## src/rtl/roman_pkg.sv

```systemverilog
// Shared symbol codes, ASCII constants and FSM states
// for the Roman numeral character path.
package roman_pkg;

  localparam logic [2:0] SYM_NULL = 3'd0;
  localparam logic [2:0] SYM_I    = 3'd1;
  localparam logic [2:0] SYM_V    = 3'd2;
  localparam logic [2:0] SYM_X    = 3'd3;
  localparam logic [2:0] SYM_L    = 3'd4;

  localparam logic [7:0] CH_I = 8'h49;
  localparam logic [7:0] CH_V = 8'h56;
  localparam logic [7:0] CH_X = 8'h58;
  localparam logic [7:0] CH_L = 8'h4C;
  localparam logic [7:0] CH_Q = 8'h3F;

  typedef enum logic [1:0] {
    IDLE,
    SEND,
    ZERO,
    EOL
  } state_t;

endpackage

```

## src/rtl/roman_char_streamer_if.sv

```systemverilog
// Word-in / character-out handshake bundle
// of the Roman character streamer.
interface roman_char_streamer_if #(
  parameter int W = 3,
  parameter int N = 6
);

  logic         in_valid;
  logic         in_ready;
  logic [W*N-1:0] in_sym;
  logic         out_valid;
  logic         out_ready;
  logic [7:0]   out_char;
  logic         out_last;
  logic         err;

  modport master (
    output in_valid, in_sym, out_ready,
    input  in_ready, out_valid, out_char,
    input  out_last, err
  );

  modport slave (
    input  in_valid, in_sym, out_ready,
    output in_ready, out_valid, out_char,
    output out_last, err
  );

endinterface

```

## src/rtl/roman_sym2ascii.sv

```systemverilog
// Maps one Roman symbol code to its ASCII
// character; undefined codes become '?'.
module roman_sym2ascii
  import roman_pkg::*;
#(
  parameter int W = 3
) (
  input  logic [W-1:0] code,
  output logic [7:0]   ch
);

  always_comb begin
    ch = CH_Q;
    unique case (1'b1)
      code == W'(SYM_I): ch = CH_I;
      code == W'(SYM_V): ch = CH_V;
      code == W'(SYM_X): ch = CH_X;
      code == W'(SYM_L): ch = CH_L;
      default:           ch = CH_Q;
    endcase
  end

endmodule

```

## src/rtl/roman_char_streamer.sv

```systemverilog
// Streams a packed six-slot Roman symbol word
// as ASCII characters, one per handshake.
module roman_char_streamer
  import roman_pkg::*;
#(
  parameter int         OUT_WIDTH = 3,
  parameter int         OUT_NUM   = 6,
  parameter bit         EOL_EN    = 1'b1,
  parameter logic [7:0] EOL_CHAR  = 8'h0A,
  parameter logic [7:0] ZERO_CHAR = 8'h4E
) (
  input logic clk,
  input logic rst,
  roman_char_streamer_if.slave bus
);

  localparam int SW = OUT_WIDTH * OUT_NUM;

  state_t               state_q, state_d;
  logic [OUT_NUM-1:0]   mask_q, mask_d;
  logic [OUT_NUM-1:0]   in_mask;
  logic [SW-1:0]        sym_q, sym_d;
  logic                 err_q, err_d, in_err;
  logic                 vld_q, vld_d;
  logic                 last_q, last_d;
  logic [7:0]           char_q, char_d;
  logic [7:0]           sel_ch;
  logic [OUT_WIDTH-1:0] sel_code;
  logic                 acc, fire;

  assign bus.in_ready  = (state_q == IDLE) && !rst;
  assign acc           = bus.in_valid && bus.in_ready;
  assign fire          = vld_q && bus.out_ready;
  assign bus.out_valid = vld_q;
  assign bus.out_char  = char_q;
  assign bus.out_last  = last_q;
  assign bus.err       = err_q;

  always_comb begin : scan_in
    in_mask = '0;
    in_err  = 1'b0;
    for (int k = 0; k < OUT_NUM; k++) begin
      in_mask[k] = bus.in_sym[OUT_WIDTH*(OUT_NUM-1-k) +: OUT_WIDTH] != '0;
      if (bus.in_sym[OUT_WIDTH*(OUT_NUM-1-k) +: OUT_WIDTH] > OUT_WIDTH'(SYM_L))
        in_err = 1'b1;
    end
  end

  always_comb begin : next_state
    state_d = state_q;
    mask_d  = mask_q;
    sym_d   = sym_q;
    err_d   = err_q;
    unique case (state_q)
      IDLE: if (acc) begin
        sym_d   = bus.in_sym;
        mask_d  = in_mask;
        err_d   = in_err;
        state_d = (in_mask == '0) ? ZERO : SEND;
      end
      SEND: if (fire) begin
        // Drop the slot just sent: the lowest set bit.
        mask_d = mask_q & (mask_q - OUT_NUM'(1));
        if (mask_d == '0)
          state_d = EOL_EN ? EOL : IDLE;
      end
      ZERO: if (fire)
        state_d = EOL_EN ? EOL : IDLE;
      EOL: if (fire)
        state_d = IDLE;
      default: state_d = IDLE;
    endcase
  end

  // Outputs are registered, so look at the slot the next state will show.
  always_comb begin : pick_slot
    sel_code = '0;
    for (int k = OUT_NUM - 1; k >= 0; k--)
      if (mask_d[k])
        sel_code = sym_d[OUT_WIDTH*(OUT_NUM-1-k) +: OUT_WIDTH];
  end

  roman_sym2ascii #(
    .W (OUT_WIDTH)
  ) u_map (
    .code (sel_code),
    .ch   (sel_ch)
  );

  always_comb begin : next_out
    vld_d  = 1'b0;
    char_d = '0;
    last_d = 1'b0;
    unique case (state_d)
      SEND: begin
        vld_d  = 1'b1;
        char_d = sel_ch;
        last_d = !EOL_EN &&
                 ((mask_d & (mask_d - OUT_NUM'(1))) == '0);
      end
      ZERO: begin
        vld_d  = 1'b1;
        char_d = ZERO_CHAR;
        last_d = !EOL_EN;
      end
      EOL: begin
        vld_d  = 1'b1;
        char_d = EOL_CHAR;
        last_d = 1'b1;
      end
      default: ;
    endcase
  end

  always_ff @(posedge clk) begin
    if (rst) begin
      state_q <= IDLE;
      mask_q  <= '0;
      sym_q   <= '0;
      err_q   <= 1'b0;
      vld_q   <= 1'b0;
      char_q  <= '0;
      last_q  <= 1'b0;
    end else begin
      state_q <= state_d;
      mask_q  <= mask_d;
      sym_q   <= sym_d;
      err_q   <= err_d;
      vld_q   <= vld_d;
      char_q  <= char_d;
      last_q  <= last_d;
    end
  end

endmodule

```

## src/flat_wrapper.sv

```systemverilog
// flat-port wrapper written by rule: the top's interface ports become plain ports
module roman_char_streamer_flat import roman_pkg::*;
#(
  parameter int         OUT_WIDTH = 3,
  parameter int         OUT_NUM   = 6,
  parameter bit         EOL_EN    = 1'b1,
  parameter logic [7:0] EOL_CHAR  = 8'h0A,
  parameter logic [7:0] ZERO_CHAR = 8'h4E
)
  (clk, rst, bus_in_valid, bus_in_sym, bus_out_ready, bus_in_ready, bus_out_valid, bus_out_char, bus_out_last, bus_err);
  roman_char_streamer_if #(.W(3), .N(6)) bus_i ();
  input logic clk;
  input logic rst;
  input wire logic [$bits(bus_i.in_valid)-1:0] bus_in_valid;
  input wire logic [$bits(bus_i.in_sym)-1:0] bus_in_sym;
  input wire logic [$bits(bus_i.out_ready)-1:0] bus_out_ready;
  output wire logic [$bits(bus_i.in_ready)-1:0] bus_in_ready;
  output wire logic [$bits(bus_i.out_valid)-1:0] bus_out_valid;
  output wire logic [$bits(bus_i.out_char)-1:0] bus_out_char;
  output wire logic [$bits(bus_i.out_last)-1:0] bus_out_last;
  output wire logic [$bits(bus_i.err)-1:0] bus_err;
  assign bus_i.in_valid = bus_in_valid;
  assign bus_i.in_sym = bus_in_sym;
  assign bus_i.out_ready = bus_out_ready;
  assign bus_in_ready = bus_i.in_ready;
  assign bus_out_valid = bus_i.out_valid;
  assign bus_out_char = bus_i.out_char;
  assign bus_out_last = bus_i.out_last;
  assign bus_err = bus_i.err;
  roman_char_streamer #(.OUT_WIDTH(OUT_WIDTH), .OUT_NUM(OUT_NUM), .EOL_EN(EOL_EN), .EOL_CHAR(EOL_CHAR), .ZERO_CHAR(ZERO_CHAR)) u_core (.clk(clk), .rst(rst), .bus(bus_i));
endmodule
```

## config.mk

```make
export PLATFORM = sky130hd
export DESIGN_NAME = roman_char_streamer_flat
export DESIGN_NICKNAME = d
export VERILOG_FILES = /design/src/rtl/roman_pkg.sv /design/src/rtl/roman_char_streamer_if.sv /design/src/rtl/roman_sym2ascii.sv /design/src/rtl/roman_char_streamer.sv /design/src/flat_wrapper.sv
export SDC_FILE = /design/constraint.sdc
export NUM_CORES = 1
export LEC_CHECK = 0
export ABC_AREA = 1
export CORE_ASPECT_RATIO = 0.6
export CORE_MARGIN = 3
export CORE_UTILIZATION = 40
export CTS_BUF_LIST = sky130_fd_sc_hd__clkbuf_16
export CTS_CLUSTER_DIAMETER = 80
export DETAILED_ROUTE_END_ITERATION = 10
export GPL_ROUTABILITY_DRIVEN = 0
export HOLD_SLACK_MARGIN = 0.15
export PLACE_DENSITY_LB_ADDON = 0.1
export SETUP_SLACK_MARGIN = 0.1
export SYNTH_ARGS = -nofsm -noshare
export SYNTH_HDL_FRONTEND = slang
export SYNTH_SLANG_ARGS = --single-unit
```

## constraint.sdc

```tcl
create_clock -name clk -period 2.7 [get_ports clk]
set_input_delay 0.54 -clock clk [delete_from_list [all_inputs] [get_ports clk]]
set_output_delay 0.54 -clock clk [all_outputs]
set_load 0.01 [all_outputs]
```

==> impl_metrics.py, run 1 <==
metrics = {
    "clock_network": {
        "clock_sinks": 36,
        "clk_pin_slew_ps": 50,
        "clock_path_buffers": 2,
        "worstSkewPairLatency_ps": 280,
        "cts_max_level": 2,
        "cts.hold.buffers_added": 0,
        "cts_buffers": 5,
        "cts_root_buf": "clkbuf_16",
        "tritoncts": "done",
    },
    "setup_path": {
        "crit_type": "in2reg",
        "endpoint_kind": "flip-flop",
        "worstPathMaxFanout": 5,
        "cp.arrival_ps": 2600,
        "critPathLaunchType": "input pin",
        "crit_required_ps": 2880,
    },
    "floorplanning": {
        "core_um2": 4324,
        "die_h_um": 59.25,
        "start_util_pct": 43.72,
        "std_cell_rows": 18,
        "io-pin-count": 34,
        "fp.dieW_um": 94.76,
        "die_area_um2": 5614,
    },
    "synthesis": {
        "yosys.area_share.simple_pct": 32.76,
        "muxShareOfSynthArea_pct": 3.177,
        "ys_ff_latch": 36,
        "synthCells": 276,
        "synth_area_um2": 1891,
        "synth.distinct_cells": 35,
        "syn-num-nets": 298,
        "synth_compound_gate_area_share_pct": 13.57,
        "ys_seq_area_share_pct": 38.12,
        "synth_xor_area_share_pct": 0.4633,
        "yosysWarnings": 0,
        "synthAdderAreaFrac_pct": 0,
        "synth_top_family_by_area": "simple AND/OR/NAND/NOR gates",
        "synth_area_per_cell_um2": 6.850,
    },
    "timing": {
        "min_period_over_period_pct": 89.75,
        "final-hold-violation-count": 0,
        "timing.final.ws_setup_ps": 276.8,
        "clock_skew_ps": 3.910,
        "hold_ws_ps": 486.3,
        "max_freq_mhz": 412.7,
        "tns_ps": 0,
        "setup_violations": 0,
        "layout_min_cycle_time_ps": 2423,
        "rsz0062_at_grt": "no",
        "drv_slew": 0,
    },
    "drt": {
        "antenna_left": 0,
        "drt_wl_total_um": 5394,
        "first_pass_iters": 5,
        "wl_per_cell_um": 13.42,
        "num_vias": 1989,
        "drt_iter0_drc": 164,
        "avgViaCountPerCell": 4.948,
        "drc_errors": 0,
    },
    "power_and_ir_drop": {
        "power_density_nw_per_um2": 592.0,
        "p_sw_mw": 0.4977,
        "clkPwrFrac_pct": 33.6,
        "seq_power_share_pct": 36.5,
        "p_int_mw": 1.124,
        "p_leak_nw": 1.294,
        "combPwrFrac_pct": 29.8,
        "switching_share_pct": 30.70,
        "power_mw": 1.621,
        "ir_drop_uv": 339.9,
    },
    "grt": {
        "grtUsageTotal_pct": 19.30,
        "grt_pass1_vias": 1667,
        "grt_max_degree": 29,
        "overflow": 0,
        "antenna_found_initial": 0,
        "grt_pass1_wl_um": 8259,
    },
    "final_layout": {
        "finalNonFillerCells": 402,
        "fin_util_pct": 63.34,
        "fin_nets": 364,
        "area_delta_synth_final_pct": 44.87,
        "stdcell_area_um2": 2739,
        "drive_gt1_share_pct": 24.85,
        "antenna_cells": 0,
    },
    "place": {
        "placed_cell_area_um2": 2405,
        "hpwlAfterDp_um": 3766,
        "pre_cts_ws_ps": -80.65,
        "place_inst": 386,
        "numPortBuffers": 32,
    },
    "status": {
        "status": "complete, no violations",
    },
    "run": {
        "maxCapViolCount": 0,
    },
    "min_path": {
        "hold_class": "reg2reg",
    },
}
## sequential cells by signal (all words and copies together), names as in the netlist
signal                flops
u_core.bus.err            1
u_core.mask_q             6
u_core.bus.out_valid      1
u_core.bus.out_char       7
u_core.bus.out_last       1
u_core.sym_q             18
u_core.state_q            2
## layout make-up
type	instances	area, um2
fill	399	1585
multi-input combinational	195	1066
sequential	36	720.7
timing repair buffer	66	596.8
inverter	38	147.6
clock buffer	5	125.1
tap	60	75.07
clock inverter	2	7.507
## worst max-delay path: stages
cell             delay, ps
clkdlybuf4s50_1        420
nand2_2                120
inv_1                   60
nand2_2                130
nor2_1                  60
nor2_1                 180
nor2_4                  70
nand3_1                100
nand3_1                 80
nand2_1                 80
nand2_1                 50
nand2_1                 60
nand2_2                 80
inv_1                  100
nand2_2                 70
nor2_4                 150
nor2_4                  50
nand2_2                 70
nand2_1                 50
nand2_1                 50
inv_1                   30
## per-layer routing
layer  track usage (%)  wire [um]  up-vias
met5                 0          0        -
met4             6.160         59        0
met3             4.949        507        7
met2             22.75       2107       77
met1             32.03       2720      892
li1                  -          -     1013
## kinds of logic (layout without fill, tap and decap cells)
group	after synthesis	in the layout
flops	36	36
xor+xnor	1	1
other cells	1	1
simple gates	143	144
mux	6	6
compound gates	43	43
buf+inv	46	111
## power groups by stage
stage | Combinational [mW] | Clock, mW | Sequential (mW)
5_1_grt | 0.533 | 0.578 | 0.595
2_1_floorplan | 0.237 | 0 | 0.606
3_3_place_gp | 0.400 | 0 | 0.601
6_report | 0.484 | 0.545 | 0.592
3_5_place_dp | 0.401 | 0 | 0.602
4_1_cts | 0.404 | 0.553 | 0.591
## synth_stat cells
| cell | instances | area, um2 |
|---|---|---|
| nand2_1 | 57 | 214.0 |
| nor2_1 | 52 | 195.2 |
| dfxtp_1 | 36 | 720.7 |
| inv_1 | 36 | 135.1 |
| o21ai_0 | 17 | 85.08 |
| a21oi_1 | 12 | 60.06 |
| nand3_1 | 9 | 45.04 |
| nor2_2 | 7 | 43.79 |
| nor3_1 | 7 | 35.03 |
| mux2i_1 | 6 | 60.06 |
| nand2_2 | 6 | 37.54 |
| clkbuf_1 | 3 | 11.26 |
| o21ai_1 | 3 | 15.01 |
| buf_6 | 2 | 22.52 |
| o21ai_2 | 2 | 17.52 |
| or2_2 | 2 | 12.51 |
| a21oi_2 | 1 | 8.760 |
| a22oi_1 | 1 | 7.510 |
| a41oi_1 | 1 | 8.760 |
| buf_12 | 1 | 20.02 |
| buf_4 | 1 | 7.510 |
| buf_8 | 1 | 15.01 |
| conb_1 | 1 | 3.750 |
| inv_2 | 1 | 3.750 |
| inv_4 | 1 | 6.260 |
| nand3_4 | 1 | 17.52 |
| nor4_1 | 1 | 6.260 |
| nor4_2 | 1 | 12.51 |
| o2111ai_1 | 1 | 8.760 |
| o211ai_1 | 1 | 7.510 |
| o211ai_2 | 1 | 12.51 |
| o221a_2 | 1 | 11.26 |
| o22ai_1 | 1 | 6.260 |
| o31ai_1 | 1 | 7.510 |
| xor2_1 | 1 | 8.760 |
## timing repair
| action | in CTS | in global routing |
|---|---|---|
| gates resized for setup | 0 | 43 |
| setup endpoints to repair | 0 | 6 |
| setup buffers | 0 | 8 |
## path summary, 6_finish.rpt
| check | from | slack (ps) | end | cells past startpoint |
|---|---|---|---|---|
| max | bus_out_ready | 280 | u_core.bus.out_char[4] | 21 |
| min | u_core.sym_q[4] | 490 | u_core.sym_q[4] | 2 |
| max reg2reg | u_core.state_q[0] | 370 | u_core.bus.out_char[1] | 15 |
| min reg2reg | u_core.sym_q[4] | 490 | u_core.sym_q[4] | 2 |
## cell usage in the layout, fill, tap and decap left out, types with 8 or more instances in the layout
| cell type | synthesis | layout |
|---|---|---|
| a21oi_1 | 12 | 11 |
| nor2_1 | 52 | 45 |
| o21ai_0 | 17 | 11 |
| buf_4 | 1 | 32 |
| clkdlybuf4s50_1 | 0 | 30 |
| nand2_1 | 57 | 50 |
| nand2_2 | 6 | 13 |
| inv_1 | 36 | 34 |
| dfxtp_1 | 36 | 36 |
| nand3_1 | 9 | 8 |
Power figures use the tool's default switching activity.
==> run 2: changes to the inputs <==
--- a/config.mk
+++ b/config.mk
@@ -14,7 +14,6 @@
 export DETAILED_ROUTE_END_ITERATION = 10
 export GPL_ROUTABILITY_DRIVEN = 0
 export HOLD_SLACK_MARGIN = 0.15
-export PLACE_DENSITY_LB_ADDON = 0.1
 export SETUP_SLACK_MARGIN = 0.1
 export SYNTH_ARGS = -nofsm -noshare
 export SYNTH_HDL_FRONTEND = slang
==> impl_metrics.py, run 2 (synthesis results as in run 1) <==
metrics = {
    "place": {
        "placed_cell_area_um2": 2367,
        "hpwlAfterDp_um": 3692,
        "pre_cts_ws_ps": -176.2,
        "numPortBuffers": 32,
        "place_inst": 381,
    },
    "setup_path": {
        "worstPathMaxFanout": 5,
        "crit_type": "in2reg",
        "critPathLaunchType": "input pin",
        "crit_required_ps": 2870,
        "crit_slowest_cell": "clkdlybuf4s50_1",
        "crit_chain": "clkdlybuf4s50_1 -> nand2_2 -> inv_2 -> nand2_4 -> nor3_4 -> nor2_2 -> buf_4 -> nand3_1 -> nand3_2 -> nand2_1 -> nand2_1 -> nand2_1 -> nand2_2 -> inv_2 -> nand2_2 -> nor2_4 -> nor2_4 -> nand2_2 -> nand2_1 -> nand2_1 -> inv_1",
        "critical-path-max-stage-delay_ps": 470,
        "path_delay_family": "simple AND/OR/NAND/NOR gates",
        "cp.arrival_ps": 2740,
        "endpoint_kind": "flip-flop",
        "regToRegSetupSlack_ps": 220,
        "timing.critical_path.buf_inv": 5,
        "crit_top_cell": "nand2_1",
    },
    "power_and_ir_drop": {
        "power_density_nw_per_um2": 688.0,
        "p_leak_nw": 1.314,
        "power_mw": 1.922,
        "ir_drop_uv": 417.5,
    },
    "grt": {
        "grtUsageTotal_pct": 18.68,
        "grt_max_degree": 29,
        "overflow": 0,
        "antenna_found_initial": 0,
        "grt_pass1_vias": 1673,
        "grt_pass1_wl_um": 8017,
    },
    "final_layout": {
        "multi_input_area_um2": 1091,
        "area_delta_synth_final_pct": 47.78,
        "drive_gt1_share_pct": 26.71,
        "nFillCells": 402,
        "stdcell_area_um2": 2794,
        "fin_util_pct": 64.61,
        "finalNonFillerCells": 397,
        "mostFrequentLayoutCell": "nand2_1",
        "seqCellArea_um2": 720.7,
        "largest_reg_flops": 18,
        "layout_common_cells": "47 x nand2_1, 46 x nor2_1, 36 x dfxtp_1, 33 x inv_1, 30 x clkdlybuf4s50_1",
        "fin_nets": 358,
        "antenna_cells": 0,
        "largest-register": "u_core.sym_q",
    },
    "floorplanning": {
        "core_um2": 4324,
        "std_cell_rows": 18,
        "die_h_um": 59.25,
        "start_util_pct": 43.72,
        "fp.dieW_um": 94.76,
        "die_area_um2": 5614,
        "io-pin-count": 34,
    },
    "drt": {
        "wl_per_cell_um": 13.30,
        "drt_wl_total_um": 5280,
        "first_pass_iters": 4,
        "avgViaCountPerCell": 4.861,
        "num_vias": 1930,
        "drt_iter0_drc": 106,
        "drc_errors": 0,
        "antenna_left": 0,
    },
    "timing": {
        "clock_skew_ps": 5.055,
        "rsz0062_at_grt": "yes",
        "max_freq_mhz": 388.8,
        "drv_slew": 0,
        "setup_violations": 0,
        "final-hold-violation-count": 0,
        "tns_ps": 0,
        "hold_ws_ps": 502.3,
        "layout_min_cycle_time_ps": 2572,
        "min_period_over_period_pct": 95.26,
        "timing.final.ws_setup_ps": 128.1,
    },
    "clock_network": {
        "clock_sinks": 36,
        "tritoncts": "done",
        "cts_root_buf": "clkbuf_16",
        "worstSkewPairLatency_ps": 280,
        "clock_path_buffers": 2,
        "cts_max_level": 2,
        "cts_buffers": 5,
        "clk_pin_slew_ps": 60,
    },
    "min_path": {
        "hold_class": "reg2reg",
    },
    "run": {
        "maxCapViolCount": 0,
    },
    "status": {
        "status": "complete, no violations",
    },
}
run 2: cell count changes in the layout (fill, tap and decap cells not counted), moves of 3 or more:
cell / before / now
nand2_1: 50 / 47
bufinv_16: 0 / 3
buf_4: 32 / 24
nor2_4: 7 / 3
o21ai_0: 11 / 16
o21ai_1: 7 / 1
nor2_2: 7 / 10
run 2: worst paths after layout:
path                            end  cells past startpoint              start
max          u_core.bus.out_char[4]                     21      bus_out_ready
min                u_core.sym_q[16]                      2   u_core.sym_q[16]
max reg2reg  u_core.bus.out_char[4]                     19  u_core.state_q[0]
min reg2reg        u_core.sym_q[16]                      2   u_core.sym_q[16]
run 2: final cells by class:
cell class,count,share of cell area [%]
sequential,36,25.79
multi-input combinational,195,39.05
clock buffer,5,4.478
timing repair inverter,1,0.2239
timing repair buffer,59,19.17
clock inverter,3,3.224
tap,60,2.687
inverter,38,5.374
run 2: repair_timing:
item                       4_1_cts  5_1_grt
cloned                           1        1
hold endpoints to repair         0        0
gates resized for setup          3       42
setup buffers                    1        5
hold buffers                     0        0
setup endpoints to repair        1        6
pin swaps                        2       10
run 2: per-layer routing:
| layer | global-route usage [%] | up-vias | routed length, um |
|---|---|---|---|
| met3 | 6.091 | 2 | 509 |
| met1 | 29.05 | 864 | 2626 |
| met4 | 2.259 | 0 | 8 |
| met2 | 25.25 | 65 | 2134 |
| met5 | 0 | - | 0 |
| li1 | - | 999 | - |
run 2: worst register-to-register path, stage by stage (launching register included):
cell,delay (ps)
dfxtp_1,340
nor2_2,270
nand3_4,240
buf_6,220
o21ai_4,120
nor2_2,60
a21oi_1,110
nand2_1,100
nand2_1,60
nand2_1,60
nand2_2,80
nand2_2,80
nand2_2,100
nand2_2,70
nor2_4,130
nor2_4,40
nand2_2,80
nand2_1,80
nand2_1,90
inv_1,40
run 2: where the power goes:
part / switching, mW / leakage (nW) / internal [mW]
Clock: 0.225 / 0.104 / 0.623
Combinational: 0.273 / 0.915 / 0.210
Sequential: 0.0175 / 0.295 / 0.573
Total: 0.516 / 1.31 / 1.41
==> run 3: changes to the inputs <==
--- a/config.mk
+++ b/config.mk
@@ -10,7 +10,7 @@
 export CORE_MARGIN = 3
 export CORE_UTILIZATION = 40
 export CTS_BUF_LIST = sky130_fd_sc_hd__clkbuf_16
-export CTS_CLUSTER_DIAMETER = 80
+export CTS_CLUSTER_DIAMETER = 50
 export DETAILED_ROUTE_END_ITERATION = 10
 export GPL_ROUTABILITY_DRIVEN = 0
 export HOLD_SLACK_MARGIN = 0.15
==> results of run 3 <==
The final DEF is identical to that of run 2; final timing and power are the same.
